===== src/rtl/uart_tx_framer.sv =====
// rtl/uart_tx_framer.sv - frames NWORDS 64-bit cipher words plus a 128-bit tag into UART byte loads
module uart_tx_framer #(
  parameter int NWORDS = 23,
  parameter int GUARD  = 4
) (
  input  logic         clock_i,
  input  logic         resetb_i,
  input  logic         start_i,
  input  logic [63:0]  word_i,
  input  logic         word_valid_i,
  output logic         word_ready_o,
  input  logic [127:0] tag_i,
  input  logic         tag_valid_i,
  input  logic         TxBusy_i,
  output logic [7:0]   TxByte_o,
  output logic         Load_o,
  output logic         busy_o,
  output logic         done_o
);

  localparam int GW = (GUARD > 1) ? $clog2(GUARD) : 1;

  typedef enum logic [2:0] {IDLE, FETCH, LOAD, WAIT_HI, WAIT_LO, TAG_WAIT, DONE} state_t;

  state_t         state_q, state_d;
  logic [63:0]    word_q;
  logic [127:0]   tag_q;
  logic           tag_latched;
  logic           tag_phase;
  logic [2:0]     byte_cnt;
  logic [4:0]     word_cnt;
  logic [3:0]     tag_cnt;
  logic [GW-1:0]  guard_cnt;
  logic [7:0]     byte_q;
  logic [7:0]     cur_byte;
  logic           start_frame, take_word, load_fire, byte_adv, word_adv, tag_go, tag_adv;

  // Byte 0 is the most significant byte of the word or tag.
  assign cur_byte = tag_phase ? 8'(tag_q >> {~tag_cnt, 3'b000})
                              : 8'(word_q >> {~byte_cnt, 3'b000});

  assign start_frame  = (state_q == IDLE) && start_i;
  assign word_ready_o = (state_q == FETCH);
  assign busy_o       = (state_q != IDLE);
  assign done_o       = (state_q == DONE);
  assign Load_o       = load_fire;
  assign TxByte_o     = load_fire ? cur_byte : byte_q;

  always_ff @(posedge clock_i or negedge resetb_i) begin
    if (!resetb_i) state_q <= IDLE;
    else           state_q <= state_d;
  end

  always_comb begin
    state_d   = state_q;
    take_word = 1'b0;
    load_fire = 1'b0;
    byte_adv  = 1'b0;
    word_adv  = 1'b0;
    tag_go    = 1'b0;
    tag_adv   = 1'b0;
    case (state_q)
      IDLE:    if (start_i) state_d = FETCH;
      FETCH:   if (word_valid_i) begin take_word = 1'b1; state_d = LOAD; end
      LOAD:    if (!TxBusy_i) begin load_fire = 1'b1; state_d = WAIT_HI; end
      WAIT_HI: if (TxBusy_i || guard_cnt == GW'(GUARD - 1)) state_d = WAIT_LO;
      WAIT_LO: if (!TxBusy_i) begin
        if (tag_phase) begin
          if (tag_cnt != 4'd15) begin tag_adv = 1'b1; state_d = LOAD; end
          else state_d = DONE;
        end else if (byte_cnt != 3'd7) begin
          byte_adv = 1'b1; state_d = LOAD;
        end else if (word_cnt != 5'(NWORDS - 1)) begin
          word_adv = 1'b1; state_d = FETCH;
        end else begin
          state_d = TAG_WAIT;
        end
      end
      TAG_WAIT: if (tag_latched || tag_valid_i) begin tag_go = 1'b1; state_d = LOAD; end
      DONE:    state_d = IDLE;
      default: state_d = IDLE;
    endcase
  end

  always_ff @(posedge clock_i or negedge resetb_i) begin
    if (!resetb_i) begin
      word_q      <= '0;
      tag_q       <= '0;
      tag_latched <= 1'b0;
      tag_phase   <= 1'b0;
      byte_cnt    <= '0;
      word_cnt    <= '0;
      tag_cnt     <= '0;
      guard_cnt   <= '0;
      byte_q      <= '0;
    end else begin
      // The first tag_valid_i seen since start_i wins; later pulses are ignored.
      if (start_frame) begin
        tag_latched <= tag_valid_i;
        if (tag_valid_i) tag_q <= tag_i;
        tag_phase <= 1'b0;
        byte_cnt  <= '0;
        word_cnt  <= '0;
        tag_cnt   <= '0;
      end else if (state_q != IDLE && !tag_latched && tag_valid_i) begin
        tag_latched <= 1'b1;
        tag_q       <= tag_i;
      end
      if (take_word) begin
        word_q   <= word_i;
        byte_cnt <= '0;
      end
      if (byte_adv) byte_cnt <= byte_cnt + 3'd1;
      if (word_adv) word_cnt <= word_cnt + 5'd1;
      if (tag_go) begin
        tag_phase <= 1'b1;
        tag_cnt   <= '0;
      end
      if (tag_adv) tag_cnt <= tag_cnt + 4'd1;
      if (load_fire) begin
        byte_q    <= cur_byte;
        guard_cnt <= '0;
      end else if (state_q == WAIT_HI && guard_cnt != GW'(GUARD - 1)) begin
        guard_cnt <= guard_cnt + GW'(1);
      end
    end
  end

endmodule


===== config.mk =====
export PLATFORM = sky130hd
export DESIGN_NAME = uart_tx_framer
export DESIGN_NICKNAME = d
export VERILOG_FILES = /design/src/rtl/uart_tx_framer.sv
export SDC_FILE = /design/constraint.sdc
export NUM_CORES = 1
export LEC_CHECK = 0
export CAP_MARGIN = 10
export CORE_ASPECT_RATIO = 1.75
export CORE_UTILIZATION = 45
export DETAILED_ROUTE_END_ITERATION = 6
export PLACE_DENSITY = 0.75
export SYNTH_ARGS = -nofsm -noshare
export SYNTH_HDL_FRONTEND = slang
export SYNTH_SLANG_ARGS = --single-unit

===== constraint.sdc =====
create_clock -name clock_i -period 2.7 [get_ports clock_i]
set_input_delay 0.54 -clock clock_i [delete_from_list [all_inputs] [get_ports clock_i]]
set_output_delay 0.54 -clock clock_i [all_outputs]
set_load 0.03 [all_outputs]

; Yosys cells after proc, flatten, opt, wreduce, memory -nomap -nowiden
; Cells that the tools add are included.
[totals]
reg_bits = 219
out_inout_bits = 12
elab_cells = 102
[classes]
addsub = 4
eq_ne = 18
shifts = 2
muxes = 49
n_bitwise = 2
reduce_logical = 17
[op_table]
columns = operator, count
row1 = two-way mux 128 bit, 3
row2 = right shift 128 x 7 -> 8 bit, 1
row3 = right shift 64 x 6 -> 8 bit, 1
row4 = two-way mux 3 bit, 13
row5 = two-way mux 1 bit, 23
row6 = one-hot mux 3 bit (6 select lines), 1
row7 = two-way mux 8 bit, 2
row8 = "!= test 2 bit, second input constant", 8
row9 = two-way mux 4 bit, 3
row10 = two-way mux 5 bit, 2
row11 = "equality test 3 bit, second input constant", 3
row12 = nonzero test 3 bit, 3
row13 = nonzero test 2 bit, 4
row14 = "equality test 3 x 2 -> 1 bit, second input constant", 2
row15 = AND reduction 6 bit, 1
row16 = "adder 5 x 1 -> 5 bit, second input constant", 1
row17 = "!= test 5 bit, second input constant", 1
row18 = "adder 4 x 1 -> 4 bit, second input constant", 1
row19 = logical AND 1 bit, 4
row20 = two-way mux 2 bit, 2
row21 = "!= test 4 bit, second input constant", 1
row22 = NOT 4 bit, 1
row23 = "adder 3 x 1 -> 3 bit, second input constant", 1
row24 = "equality test 3 x 1 -> 1 bit, second input constant", 1
row25 = other kinds (8), 9

; Logic depth before layout (Yosys ltp)
; Gate-level depths: netlist of run 1.
[logic_depth]
word_depth = 7
mapped_depth = 7

; Worst setup path before layout of run 1
; OpenSTA, ideal clock, no wires.
[synth_timing]
path_kind = input port to output port
startpoint = input port TxBusy_i
endpoint = output port TxByte_o[6]
arrival_ns = 2.165
t_required_ns = 2.160
slack_ns = -0.005
cell_stages = 4
path_buffers = 1
path_cell_list = nor4b_2 -> clkbuf_1 -> o21ai_0 -> o22ai_1
[synth_between]
elab_chain_cells = 3
[synth_rtl]
columns = item, line
row1 = "start, declared", 14  ; input logic TxBusy_i,
row2 = two-way mux 1 bit, 65  ; LOAD: if (!TxBusy_i) begin load_fire = 1'b1; state_d = WAIT_HI; end
row3 = two-way mux 1 bit, 62  ; case (state_q)
row4 = named net Load_o, 16  ; output logic Load_o,
row5 = two-way mux 8 bit, n/a
row6 = "end, declared", 15  ; output logic [7:0] TxByte_o,
; The timed path passes the listed nets, and every way through them passes these cells.

; Worst setup path after layout of run 1
[layout_timing]
startpoint = register tag_cnt[0]
endpoint = output port TxByte_o[5]
[layout_between]
elab_chain_cells = 4
[layout_rtl]
columns = item, line
row1 = "start, declared", 32  ; logic [3:0] tag_cnt;
row2 = "start signal, assigned", 119  ; if (tag_adv) tag_cnt <= tag_cnt + 4'd1;
row3 = NOT 4 bit, 39  ; assign cur_byte = tag_phase ? 8'(tag_q >> {~tag_cnt, 3'b000})
row4 = right shift 128 x 7 -> 8 bit, 39
row5 = two-way mux 8 bit, 39
row6 = two-way mux 8 bit, n/a
; Every way passes these cells.

==> out/results.env, run 1 <==
LAYOUT_CELLS_EXCL_FILL=1216
TRANSITION_TIME_AT_THE_PIN_WITH_THE_LEAST_SLEW_MARGIN_NS=0.6860
CLOCK_LATENCY_NS=0.50
CP.REQUIRED_NS=2.16
VIOLATIONS_IN_THE_FINAL_REPORTS='negative setup slack'
NETLIST-CELL-TYPE-COUNT=49
VIAS=6491
YOSYSWARNINGS=0
SETUP_VIOL=8
STATIC_LEAKAGE_nW=5.669
REGISTER_TO_REGISTER_SETUP_SLACK_NS=0.46
POST-PLACE-CELLS=1166
PLACED_AREA_UM2=12730
HP-CLASS='primary input to async pin'
HOLD_VIOL=0
POSTSYNTHCELLCOUNT=672
GRT_START_MAX_NET_PINS=81
REGTOREGENDPOINT='word_cnt[3]$_DFFE_PN0P_'
POSTLAYOUTCOREUTIL_PCT=63.06
LAYOUT.CELLS.MOST_COMMON='sky130_fd_sc_hd__dfrtp_1'
HTREE_NUM_LEVELS=1
SYNTH-MAIN-FF-CELL='sky130_fd_sc_hd__dfrtp_1'
DIEWIDTH_UM=115.1
CTS_NUM_SINKS=219
CTS_TREE='done'
HOLD_WS_NS=0.01386
GR-TOTAL-OVERFLOW=0
SYNTH_ENABLE_FLOP_CELLS=0
POWER.DENSITY_nW_PER_UM2=1078
WORSTSETUPPATHTYPE='flip-flop to output pin'
FIN_CRIT_NS=2.880
CP.DEPTH=6
DETAILEDROUTE.FIRSTITERATIONVIOLATIONS=224
VIAS_PER_STD_CELL=5.338
TIMING.MAX_CAP.VIOLATIONS=0
DRCVIOLATIONCOUNT=0
CLOCK_BUFFER_COUNT_FROM_CTS=21
FP-ROW-COUNT=72
SYNTH.AVG_CELL_AREA_UM2=14.98
SYNTHDOMINANTAREACELLTYPE='sky130_fd_sc_hd__dfrtp_1'
WIRE_PER_INST_UM=20.36
ROOT_BUFFER='sky130_fd_sc_hd__clkbuf_16'
POST-LAYOUT-TOTAL-POWER_W=0.01494
AREA_OF_THE_CORE_UM2=21980
ROUTE.ANTENNA.REMAINING_NETS=0
START_KIND='flip-flop'
CP-END-KIND='output pin'
RUN_STATUS='finished with violations'
CRIT_FANOUT=8
CRITICAL-PATH-TOP-DELAY-FAMILY='multiplexers'
MOST-COMMON-LAYOUT-CELLS='sky130_fd_sc_hd__dfrtp_1 (216), sky130_fd_sc_hd__mux2_2 (204), sky130_fd_sc_hd__clkdlybuf4s50_1 (197), sky130_fd_sc_hd__mux4_2 (40)'
CLK_PIN_SLEW_NS=0.07
MAPPEDNETLISTNETS=877
FILLCELLCOUNT=1707
DESIGN.DIE.AREA_UM2=23000
INITIAL_CORE_UTILIZATION_PCT=45.80
FINAL.SETUP.WORST_SLACK_NS=-0.1801
PLACE.DETAILED.HPWL_MM=18.05
ROUTED_WL_MM=24.76
FIN_AREA_UM2=13860
FIN_SKEW_NS=0.008940
NUM-NETS-FINAL=1106
CELLS_TRAVERSED_ALONG_THE_WORST_TIMING_PATH='buf_12, mux4_2, mux2_4, nand2_4, a21oi_4, buf_6'
GRT.TOTAL_USAGE_PCT=21.75
POSTSYNTH.ASYNCRESETSHARE_PCT=100.0
DIE_HEIGHT_UM=199.9
DRT_PASS1_ITERATIONS=4
GRT_PASS1_WL_MM=37.87
SYNTH.FF_LATCH_COUNT=219
CRIT_BUF_INV=2
FLOORPLAN.IO_PINS=210
SYN_AREA_UM2=10070
COMBINED_FLIP_FLOP_AND_LATCH_CELL_AREA_UM2=5484
AREA_GROWTH_SYN_TO_LAYOUT_PCT=37.68
FIN_CRIT_SH_PCT=106.7
CP_DATA_ARRIVAL_TIME_NS=2.34
GP_ROUTABILITY_CONGESTION=0.8286
TIMING.CRITICAL_PATH.SLOWEST_CELL_DELAY_NS=0.52
REPORT.FINAL.SLEW_VIOL_COUNT=0
MULTI_INPUT_AREA_UM2=4619
YOSYS.AREA.TOP_TYPE_SHARE_PCT=54.43
WORST_R2R_PATH_DEPTH=5
DRIVE_ABOVE_1_SHARE_PCT=41.31
NETLIST_TOP_CELLS_AREA='sky130_fd_sc_hd__dfrtp_1 (54%), sky130_fd_sc_hd__mux2_2 (23%), sky130_fd_sc_hd__mux4_2 (8.9%)'
ACHIEVABLE-FREQUENCY_MHz=347.2
SYNTH_SEQ_AREA_SHARE_PCT=54.43
RSZ_0062_RAISED_AFTER_GLOBAL_ROUTING='yes'
PORT_BUFFERS=209
GRT_PASS1_VIAS=7223
ANTENNA_FOUND_INITIAL=5
CRIT_PATH_TOP_DELAY_CELL='sky130_fd_sc_hd__mux4_2'
WORST_IR_DROP_VDD_mV=0.5960
CTSLONGESTPATHBUFFERS=3
RR_STARTPOINT='state_q[0]$_DFFE_PN0P_'
SLEW_HEADROOM_PCT=54.27
[worst reg2reg max path, cell delays in order, from the launching register on]
cell and delay (ns):
sky130_fd_sc_hd__dfrtp_1 0.48, sky130_fd_sc_hd__buf_4 0.21, sky130_fd_sc_hd__or4b_4 0.54, sky130_fd_sc_hd__or3_1 0.54, sky130_fd_sc_hd__mux2i_1 0.18, sky130_fd_sc_hd__a21o_1 0.18
[stage by stage]
stage	setup slack [ns]	setup TNS (ns)
finish	-0.1801	-1.267
global route	-0.2595	-1.855
CTS	-0.2191	-1.412
detailed placement	-0.2095	-1.257
global placement	-0.2030	-0.8792
floorplan	0.02004	0
[synthesized netlist by cell type (2+ instances only)]
cell                       instances
sky130_fd_sc_hd__a211oi_1          6
sky130_fd_sc_hd__a21o_1            4
sky130_fd_sc_hd__a21oi_1          10
sky130_fd_sc_hd__a22o_1            2
sky130_fd_sc_hd__a31oi_1           2
sky130_fd_sc_hd__and3_1            2
sky130_fd_sc_hd__buf_2            27
sky130_fd_sc_hd__buf_6             2
sky130_fd_sc_hd__clkbuf_1         14
sky130_fd_sc_hd__dfrtp_1         219
sky130_fd_sc_hd__ha_1              7
sky130_fd_sc_hd__inv_1             8
sky130_fd_sc_hd__mux2_2          210
sky130_fd_sc_hd__mux2i_1          21
sky130_fd_sc_hd__mux4_2           40
sky130_fd_sc_hd__nand2_1          16
sky130_fd_sc_hd__nand2b_1          2
sky130_fd_sc_hd__nand3_1          10
sky130_fd_sc_hd__nand3b_1          2
sky130_fd_sc_hd__nor2_1            8
sky130_fd_sc_hd__nor2b_1           3
sky130_fd_sc_hd__nor3_1            4
sky130_fd_sc_hd__nor3b_1           4
sky130_fd_sc_hd__o21a_1            2
sky130_fd_sc_hd__o21ai_0           8
sky130_fd_sc_hd__o21ai_1           2
sky130_fd_sc_hd__o22ai_1          14
sky130_fd_sc_hd__or3_1             2
[what timing repair did]
| action | in CTS | in global routing |
|---|---|---|
| hold buffers | 0 | 0 |
| pin swaps | 8 | 7 |
| gates cloned | 0 | 2 |
| endpoints found under the setup margin | 9 | 9 |
| resized for setup | 55 | 16 |
| buffers inserted | 5 | 1 |
[state kept, by name, indices dropped and copies added (netlist names)]
register	flops
byte_cnt	3
byte_q	8
word_q	64
tag_latched	1
guard_cnt	2
tag_q	128
tag_cnt	4
state_q	3
tag_phase	1
word_cnt	5
[final cells by class]
class                   instances  area share [%]
flip-flops and latches        219           39.56
repair buffers                250           18.91
clock inverters                 5          0.7492
inverters                       9          0.2437
diodes                          5         0.09026
multi-input cells             400           33.32
clock buffers                  32           4.450
well taps                     296           2.672
[report_power, final]
group / switching [W] / internal, W / leakage (nW)
combinational: 0.00244 / 0.00363 / 2.71
sequential: 0.000890 / 0.00491 / 2.61
clock: 0.00122 / 0.00186 / 0.353
total: 0.00454 / 0.0104 / 5.67
[per-layer routing]
metal / GRT usage [%] / share of wire (%) / vias to the layer above
met5: 0 / 0 / -
met4: 8.081 / 2.8 / 0
met3: 3.321 / 4.6 / 44
met2: 41.28 / 55 / 180
met1: 24.13 / 37 / 3305
li1: - / - / 2962
[how the worst max path moves through the flow]
stage,startpoint,to,slack (ns)
floorplan,TxBusy_i,TxByte_o[1],0.02
global placement,TxBusy_i,TxByte_o[5],-0.20
detailed placement,TxBusy_i,TxByte_o[5],-0.21
CTS,tag_cnt[0]$_DFFE_PN0P_,TxByte_o[6],-0.22
global route,tag_cnt[0]$_DFFE_PN0P_,TxByte_o[5],-0.26
finish,tag_cnt[0]$_DFFE_PN0P_,TxByte_o[5],-0.18
[kinds of logic after synthesis]
kind of cell	share of synthesized area, %
AOI/OAI and AO/OA	3.741
DFF	54.43
xor gates and xnor gates	0.1740
buffers and inverters	2.460
muxes	34.52
adders and majority gates	0.8698
and+or+nand+nor	3.803
(Power assumes the default switching activity.)
==> run 2: changes to the inputs <==
--- a/config.mk
+++ b/config.mk
@@ -7,6 +7,7 @@
 export LEC_CHECK = 0
 export CAP_MARGIN = 10
 export CORE_ASPECT_RATIO = 1.75
+export CORE_MARGIN = 1
 export CORE_UTILIZATION = 45
 export DETAILED_ROUTE_END_ITERATION = 6
 export PLACE_DENSITY = 0.75
==> results of run 2 <==
Same layout as run 1: the final DEF is identical, and so are final timing and power.
==> run 3: changes to the inputs <==
--- a/config.mk
+++ b/config.mk
@@ -5,8 +5,9 @@
 export SDC_FILE = /design/constraint.sdc
 export NUM_CORES = 1
 export LEC_CHECK = 0
+export ABC_AREA = 0
 export CAP_MARGIN = 10
-export CORE_ASPECT_RATIO = 1.75
+export CORE_ASPECT_RATIO = 1.4
 export CORE_MARGIN = 1
 export CORE_UTILIZATION = 45
 export DETAILED_ROUTE_END_ITERATION = 6
==> run 3 against run 2 <==
Design area is 0.24% lower. The flow still finishes with violations (negative setup slack). Non-clock buffer count shrank 1. Largest cell class unchanged. Hold slack better by 0.48 ns. Sequential cell count unchanged. Critical endpoint unchanged. Setup slack gained 0.027 ns.
==> out/results.env, run 3 (synthesized netlist as in run 1, its figures left out) <==
POST-PLACE-CELLS=1161  # was 1166
CTSLONGESTPATHBUFFERS=3  # unchanged
FIN_CRIT_SH_PCT=105.7  # was 106.7%
PORT_BUFFERS=209  # unchanged
CLK_PIN_SLEW_NS=0.06  # was 0.07 ns
LAYOUT.CELLS.MOST_COMMON='sky130_fd_sc_hd__dfrtp_1'  # unchanged
FLOORPLAN.IO_PINS=210  # unchanged
TOP_LAYER='met4'  # unchanged
ANTENNA_FOUND_INITIAL=3  # was 5
CLKPWRFRAC_PCT=22.0  # was 20.6%
CRIT_BUF_INV=3  # was 2
HOLD_WS_NS=0.4984  # was 0.01386 ns
CRIT_PATH_TOP_DELAY_CELL='sky130_fd_sc_hd__mux4_2'  # unchanged
GRT_START_MAX_NET_PINS=92  # was 81
CLOCK_BUFFER_COUNT_FROM_CTS=22  # was 21
ACHIEVABLE-FREQUENCY_MHz=350.4  # was 347.2 MHz
DRCVIOLATIONCOUNT=0  # unchanged
CP.REQUIRED_NS=2.16  # about the same
REPORT.FINAL.SLEW_VIOL_COUNT=0  # unchanged
LAYOUT_CELLS_EXCL_FILL=1217  # was 1216
LARGEST_REGISTER_FF_COUNT=128  # unchanged
WORSTSETUPPATHTYPE='flip-flop to output pin'  # unchanged
CELLS_TRAVERSED_ALONG_THE_WORST_TIMING_PATH='buf_6, buf_8, mux4_2, a2111oi_4, a21oi_2, buf_6'  # was buf_12, mux4_2, mux2_4, nand2_4, a21oi_4, buf_6
NUM-NETS-FINAL=1106  # unchanged
TIMING.MAX_CAP.VIOLATIONS=0  # unchanged
HOLD_PATH_STARTPOINT='tag_q[79]$_DFFE_PN0P_'
CTS_NUM_SINKS=219  # unchanged
VIAS_PER_STD_CELL=5.295  # was 5.338
VIAS=6444  # was 6491
GRT.TOTAL_USAGE_PCT=21.38  # was 21.75%
PLACE.DETAILED.HPWL_MM=17.45  # was 18.05 mm
INITIAL_CORE_UTILIZATION_PCT=45.89  # was 45.80%
FP-ROW-COUNT=64  # was 72
FIN_CRIT_NS=2.854  # was 2.880 ns
CELL_MODE_ON_CRITICAL_PATH='sky130_fd_sc_hd__buf_6'
LARGEST_REGISTER='tag_q'  # unchanged
AREA_OF_THE_CORE_UM2=21940  # was 21980 um2
GRT_PASS1_WL_MM=37.34  # was 37.87 mm
CLOCK_LATENCY_NS=0.50  # about the same
RSZ_0062_RAISED_AFTER_GLOBAL_ROUTING='yes'  # unchanged
MOST-COMMON-LAYOUT-CELLS='sky130_fd_sc_hd__dfrtp_1 (213), sky130_fd_sc_hd__mux2_2 (203), sky130_fd_sc_hd__clkdlybuf4s50_1 (199), sky130_fd_sc_hd__mux4_2 (40)'  # was sky130_fd_sc_hd__dfrtp_1 (216), sky130_fd_sc_hd__mux2_2 (204), sky130_fd_sc_hd__clkdlybuf4s50_1 (197), sky130_fd_sc_hd__mux4_2 (40)
HTREE_NUM_LEVELS=1  # unchanged
SWSHARE_PCT=29.80  # was 30.42%
CP-STARTPOINT='tag_cnt[0]$_DFFE_PN0P_'  # unchanged
GRT_PASS1_VIAS=7041  # was 7223
RUN_STATUS='finished with violations'  # unchanged
DIE_HEIGHT_UM=179.0  # was 199.9 um
POWER.DENSITY_nW_PER_UM2=1086  # was 1078 nW/um2
POWER_FRAC_COMB_PCT=39.5  # was 40.6%
P_SWITCHING_W=0.004474  # was 0.004545 W
DETAILEDROUTE.FIRSTITERATIONVIOLATIONS=176  # was 224
CRITICAL-PATH-TOP-DELAY-FAMILY='multiplexers'  # unchanged
MET2ROUTEDLENGTH_MM=12.75  # was 13.71 mm
ROUTE.ANTENNA.REMAINING_NETS=0  # unchanged
DESIGN.DIE.AREA_UM2=22990  # was 23000 um2
MET3_WIRELENGTH_MM=1.368  # was 1.130 mm
WORST_IR_DROP_VDD_mV=0.5673  # was 0.5960 mV
INTERNAL_POWER_W=0.01054  # was 0.01040 W
HP-CLASS='flip-flop to flip-flop'  # was primary input to async pin
CTS_TREE='done'  # unchanged
GR-TOTAL-OVERFLOW=0  # unchanged
FINAL.SETUP.WORST_SLACK_NS=-0.1536  # was -0.1801 ns
TIMING.CRITICAL_PATH.SLOWEST_CELL_DELAY_NS=0.55  # was 0.52 ns
ROOT_BUFFER='sky130_fd_sc_hd__clkbuf_16'  # unchanged
DIEWIDTH_UM=128.4  # was 115.1 um
CP-END-KIND='output pin'  # unchanged
FIN_SKEW_NS=0.01685  # was 0.008940 ns
ROUTED_WL_MM=24.18  # was 24.76 mm
VIOLATIONS_IN_THE_FINAL_REPORTS='negative setup slack'  # unchanged
START_KIND='flip-flop'  # unchanged
TRANSITION_TIME_AT_THE_PIN_WITH_THE_LEAST_SLEW_MARGIN_NS=0.5440  # was 0.6860 ns
RR_STARTPOINT='tag_cnt[0]$_DFFE_PN0P_'  # was state_q[0]$_DFFE_PN0P_
CP_DATA_ARRIVAL_TIME_NS=2.31  # was 2.34 ns
DRIVE_ABOVE_1_SHARE_PCT=41.00  # was 41.31%
GP_ROUTABILITY_CONGESTION=0.8094  # was 0.8286
WIRE_PER_INST_UM=19.87  # was 20.36 um
REG.LARGEST.LIST='tag_q: 128 flops, word_q: 64 flops, byte_q: 8 flops'  # unchanged
SLEW_HEADROOM_PCT=63.73  # was 54.27%
STATIC_LEAKAGE_nW=5.645  # was 5.669 nW
AREA_GROWTH_SYN_TO_LAYOUT_PCT=37.34  # was 37.68%
SETUP_VIOL=8  # unchanged
HOLD_VIOL=0  # unchanged
ROUTE.LAYER.MET1.WL_MM=9.478  # was 9.227 mm
POWER_FRAC_SEQ_PCT=38.5  # was 38.8%
POST-LAYOUT-TOTAL-POWER_W=0.01501  # was 0.01494 W
CRIT_FANOUT=5  # was 8
DRT_PASS1_ITERATIONS=4  # unchanged
==> run 3: cell count changes in the layout (fill, tap and decap cells not counted), moves of 3 or more <==
cell	previous run	this run
sky130_fd_sc_hd__a21oi_2	3	7
sky130_fd_sc_hd__a21oi_4	4	0
sky130_fd_sc_hd__dfrtp_1	216	213
sky130_fd_sc_hd__dfrtp_2	3	6
sky130_fd_sc_hd__nand2_2	4	7
sky130_fd_sc_hd__nand2_4	5	0
sky130_fd_sc_hd__o22ai_1	7	13
sky130_fd_sc_hd__o22ai_2	6	0
==> run 3: final cells by class <==
cell class                      instances  area (um2)
Antenna cell                            3       7.507
Clock buffer                           34       666.9
Clock inverter                          6       130.1
Fill cell                            1736        8113
Inverter                                9       33.78
Multi-Input combinational cell        400        4544
Sequential cell                       219        5488
Tap cell                              297       371.6
Timing Repair Buffer                  249        2586
==> run 3: through the flow <==
step	util, %	setup WS, ns	TNS (ns)	cell area [um2]
2_1_floorplan	-	0.02004	0	10070
3_3_place_gp	57.65	-0.1794	-0.9221	12650
3_5_place_dp	57.65	-0.2310	-1.303	12650
4_1_cts	62.69	-0.2465	-1.734	13760
5_1_grt	63.02	-0.2481	-1.747	13830
6_report	63.02	-0.1536	-1.095	13830
==> run 3: path summary, 6_finish.rpt <==
check,end,slack [ns],cells after the start
setup / recovery,TxByte_o[5],-0.15,6
hold / removal,tag_q[79]$_DFFE_PN0P_,0.50,1
setup reg to reg,tag_cnt[2]$_DFFE_PN0P_,0.43,10
hold reg to reg,tag_q[79]$_DFFE_PN0P_,0.50,1
max in group asynchronous,tag_q[86]$_DFFE_PN0P_,1.41,3
min in group asynchronous,word_q[10]$_DFFE_PN0P_,0.56,2
==> run 3: timing repair <==
item | 4_1_cts | 5_1_grt
pin swaps | 9 | 8
cloned | 2 | 0
endpoints found under the hold margin | 51 | 0
setup buffers | 9 | 3
hold buffers | 1 | 0
resized for setup | 44 | 22
endpoints found under the setup margin | 8 | 9
==> run 3: routing by layer <==
layer / vias to the layer above / global-route usage (%)
li1: 2961 / -
met5: - / 0
met2: 178 / 39.10
met1: 3270 / 25.12
met3: 35 / 4.297
met4: 0 / 6.275
==> run 3: power groups by stage <==
stage | Sequential [W] | Clock, W | Combinational (W)
after floorplan | 0.00545 | 0 | 0.00404
after global placement | 0.00572 | 0 | 0.00537
after detailed placement | 0.00582 | 0 | 0.00548
after CTS | 0.00577 | 0.00338 | 0.00593
after global routing | 0.00596 | 0.00352 | 0.00637
final | 0.00579 | 0.00330 | 0.00593
==> run 3: worst register-to-register path, delay by kind of cell (launching register included) <==
| kind | cells | cell delay, ns |
|---|---|---|
| DFF | 1 | 0.45 |
| buffers and inverters | 6 | 0.84 |
| muxes | 2 | 0.28 |
| AOI/OAI and AO/OA | 1 | 0.33 |
| adders and majority gates | 1 | 0.26 |
